File: src/rtl/status_register_pkg.sv
// Shared definitions for the NZCV status register:
// condition-code encodings and flag bit positions.
package status_register_pkg;

  typedef enum logic [3:0] {
    COND_EQ = 4'b0000,
    COND_NE = 4'b0001,
    COND_CS = 4'b0010,
    COND_CC = 4'b0011,
    COND_MI = 4'b0100,
    COND_PL = 4'b0101,
    COND_VS = 4'b0110,
    COND_VC = 4'b0111,
    COND_HI = 4'b1000,
    COND_LS = 4'b1001,
    COND_GE = 4'b1010,
    COND_LT = 4'b1011,
    COND_GT = 4'b1100,
    COND_LE = 4'b1101,
    COND_AL = 4'b1110,
    COND_NV = 4'b1111
  } cond_e;

  localparam int FLAG_N = 3;
  localparam int FLAG_Z = 2;
  localparam int FLAG_C = 1;
  localparam int FLAG_V = 0;

endpackage

File: src/rtl/status_register.sv
// CPSR/SPSR NZCV flags with EX->ID bypass or
// hazard stall, plus a saturating stall counter.
module status_register
  import status_register_pkg::*;
#(
  parameter bit FWD_EN = 1'b1,
  parameter int CNT_W  = 16
) (
  input  logic             CLK,
  input  logic             RST,
  input  logic             ex_valid,
  input  logic             ex_s,
  input  logic [3:0]       ex_nzcv,
  input  logic             ex_freeze,
  input  logic             flush,
  input  logic             id_valid,
  input  logic [3:0]       id_cond,
  input  logic             exc_entry,
  input  logic             exc_return,
  output logic             N,
  output logic             Z,
  output logic             C,
  output logic             V,
  output logic [3:0]       cpsr,
  output logic [3:0]       spsr,
  output logic             flag_stall,
  output logic             proto_err,
  output logic [CNT_W-1:0] stall_cnt
);

  logic       commit;
  logic       ex_pending;
  logic       needs_flags;
  logic [3:0] cpsr_nxt;
  logic [3:0] flags;

  assign ex_pending  = ex_valid & ex_s & ~flush;
  assign commit      = ex_pending & ~ex_freeze;
  assign needs_flags = id_valid
                     & (id_cond != COND_AL)
                     & (id_cond != COND_NV);

  always_comb begin
    cpsr_nxt = cpsr;
    if (exc_return)  cpsr_nxt = spsr;
    else if (commit) cpsr_nxt = ex_nzcv;
  end

  // Return outranks both the bypass and the stall.
  always_comb begin
    flags      = cpsr;
    flag_stall = 1'b0;
    if (exc_return) begin
      flags = spsr;
    end else if (FWD_EN) begin
      if (ex_pending) flags = ex_nzcv;
    end else begin
      flag_stall = needs_flags & ex_pending;
    end
  end

  assign N = flags[FLAG_N];
  assign Z = flags[FLAG_Z];
  assign C = flags[FLAG_C];
  assign V = flags[FLAG_V];

  always_ff @(posedge CLK) begin
    if (RST) begin
      cpsr      <= '0;
      spsr      <= '0;
      proto_err <= 1'b0;
      stall_cnt <= '0;
    end else begin
      cpsr <= cpsr_nxt;
      if (exc_entry & ~exc_return)
        spsr <= cpsr_nxt;
      if (exc_entry & exc_return)
        proto_err <= 1'b1;
      if (flag_stall && (stall_cnt != '1))
        stall_cnt <= stall_cnt + CNT_W'(1);
    end
  end

endmodule

File: config.mk
export PLATFORM = sky130hd
export DESIGN_NAME = status_register
export DESIGN_NICKNAME = d
export VERILOG_FILES = /design/src/rtl/status_register_pkg.sv /design/src/rtl/status_register.sv
export SDC_FILE = /design/constraint.sdc
export NUM_CORES = 1
export LEC_CHECK = 0
export BUFFER_PORTS_ARGS = -buffer_cell sky130_fd_sc_hd__buf_2
export CAP_MARGIN = 20
export CORE_UTILIZATION = 39
export CTS_CLUSTER_SIZE = 20
export DETAILED_ROUTE_END_ITERATION = 6
export HOLD_SLACK_MARGIN = 0.08
export PLACE_DENSITY_LB_ADDON = 0.05
export SYNTH_ARGS = -nofsm -noshare
export SYNTH_HDL_FRONTEND = slang
export SYNTH_SLANG_ARGS = --single-unit
File: constraint.sdc
create_clock -name CLK -period 2.3 [get_ports CLK]
set_input_delay 0.46 -clock CLK [delete_from_list [all_inputs] [get_ports CLK]]
set_output_delay 0.46 -clock CLK [all_outputs]
set_load 0.1 [all_outputs]
==> flow_summary.toml <==
[power_and_ir_drop]
seq_power_share = 0.271
total_power_uw = 641
p_clk_frac = 0.194
combPwrFrac = 0.535
p_leak_uw = 0.000371
swShare = 0.543
power_density_mw_per_mm2 = 849
switchingPower_uw = 349
ir_drop_mv = 0.569
power.internal_uw = 293

[flow_run]
maxCapViolations = 0

[cts]
post_cts_resized = 0
cts-htree-levels = 1
cts.clk_slew.worst_paths_ns = 0.06
cts_tree = "built"
numCtsBuffers = 3
root_buffer = "clkbuf_4"
postCtsHoldBufs = 0
cts_max_path_buffers = 2
cts_setup_buffers = 0
clock_sinks = 9
insertion_delay_ns = 0.26

[drt]
routedWlPerCell_um = 10.0
wirelength_um = 1050
ant_nets = 0
via_count = 462
via_per_inst = 4.44
drc = 0
firstDrtPassIters = 4
drtIter0Drc = 4

[timing]
max_freq_mhz = 524
finalSetupViolations = 0
hold_violations = 0
finalSetupTns_ns = 0
period_needed_ns = 1.91
rsz0062_at_grt = "no"
maxSlewViolCount = 0
fin_crit_sh = 0.830
skew_ns = 0.00117
fin_ws_ns = 0.391

[critical_path]
critPathArrivalTime_ns = 1.45
worst-setup-path-type = "in -> out"
required_ns = 1.84
cp-start-kind = "input port"
path_max_fanout = 4
end_kind = "primary output"
worstRegToRegCells = 2

[global_routing]
first_global_vias = 360
grt_pass1_wl_um = 1550
grt_max_degree = 10
grt_util_all_layers = 0.164
grt-ovfl-total = 0
antenna_found_initial = 0

[die]
initial_core_util = 0.423
core_area_sq_mm = 0.00132
dieHeight_um = 39.8
row_count = 13
die_area_sq_mm = 0.00158
die-width_um = 39.8
ios = 47

[status]
status = "finished, final reports clean"

[placed_design]
dp_hpwl_um = 889
place_ws_ns = 0.363
gp_congestion = 0.704
port-buffer-count = 24

[worst_hold_path]
hold_path_depth = 3
min_path_type = "in -> reg"

[synth]
synthesis.area_sq_um = 557
netlist_instances = 65
ys_warn_count = 0
synth-seq-cells = 9
post_synth.cell_area_avg_sq_um = 8.57
synth_cell_types = 14
yosysSeqAreaShare = 0.324

[layout]
antenna_cells = 0
syn2layout_area_growth_pct = 35.7
nNetsFinal = 107
drive_above_1_share = 0.404
==> power by group through the flow <==
stage	logic (uW)	registers, uW	clock network [uW]
final	343	174	124
after global routing	356	175	141
after CTS	344	174	127
after detailed placement	344	177	0
after global placement	343	177	0
after floorplan	237	250	0
==> kinds of logic after synthesis <==
logic type | Yosys count | share of synthesized area
AO/OA/AOI/OAI | 13 | 0.153
buffers and inverters | 22 | 0.265
flip-flops | 9 | 0.324
multiplexers | 8 | 0.144
other | 1 | 0.00674
AND/OR/NAND/NOR | 12 | 0.108
==> cell usage in the layout (no fill, tap or decap) <==
cell / n
nand3b_1: 1
buf_2: 20
a21oi_4: 4
nor2_1: 9
buf_4: 1
nor2b_1: 1
clkbuf_1: 1
inv_1: 1
a21oi_1: 1
mux2i_1: 8
dfxtp_2: 4
dfxtp_1: 5
and4bb_1: 1
a211oi_1: 8
clkbuf_4: 3
buf_12: 4
conb_1: 17
==> worst max-delay path, cell delays in order <==
cell	delay, ns
buf_2	0.10
nand3b_1	0.28
mux2i_1	0.33
a21oi_4	0.10
buf_12	0.17
==> Yosys cell counts <==
library cell  count  area (sq um)
buf_4            17           128
dfxtp_1           9           180
nor2_1            9          33.8
a211oi_1          8          60.1
mux2i_1           8          80.1
a21oi_1           5          25.0
clkbuf_1          2          7.51
and4bb_1          1          12.5
buf_1             1          3.75
clkbuf_2          1          5.00
conb_1            1          3.75
inv_1             1          3.75
nand3b_1          1          7.51
nor2b_1           1          6.26
==> per-stage QoR <==
step | hold WS [ns] | std cells | util | area, sq um
after floorplan | 0.601 | 81 | - | 667
after global placement | 0.449 | 100 | 0.554 | 729
after detailed placement | 0.461 | 100 | 0.554 | 729
after CTS | 0.445 | 104 | 0.574 | 756
after global routing | 0.451 | 104 | 0.574 | 756
final | 0.451 | 104 | 0.574 | 756
==> flip-flops by register name (all words and copies together) (netlist names) <==
register / cells
cpsr: 4
proto_err: 1
spsr: 4
==> layer usage <==
metal / vias up / global-route usage / wire length [um]
li1: 238 / - / -
met1: 194 / 0.187 / 449
met2: 26 / 0.246 / 494
met3: 4 / 0.0341 / 78
met4: 0 / 0.155 / 23
met5: - / 0 / 0
==> path summary, 6_finish.rpt <==
check / from / to / slack, ns
max reg2reg: cpsr[1] / cpsr[1] / 1.51
min reg2reg: proto_err / proto_err / 0.48
max: flush / C / 0.39
min: exc_entry / proto_err / 0.45
==> area by class of cell <==
type | count | area (sq um)
multi-input cells | 50 | 334
inverters | 1 | 3.75
fillers | 124 | 562
clock buffers | 4 | 26.3
repair buffers | 25 | 188
flip-flops and latches | 9 | 185
well taps | 15 | 18.8
Note: power is estimated with default switching activity, not from simulation.
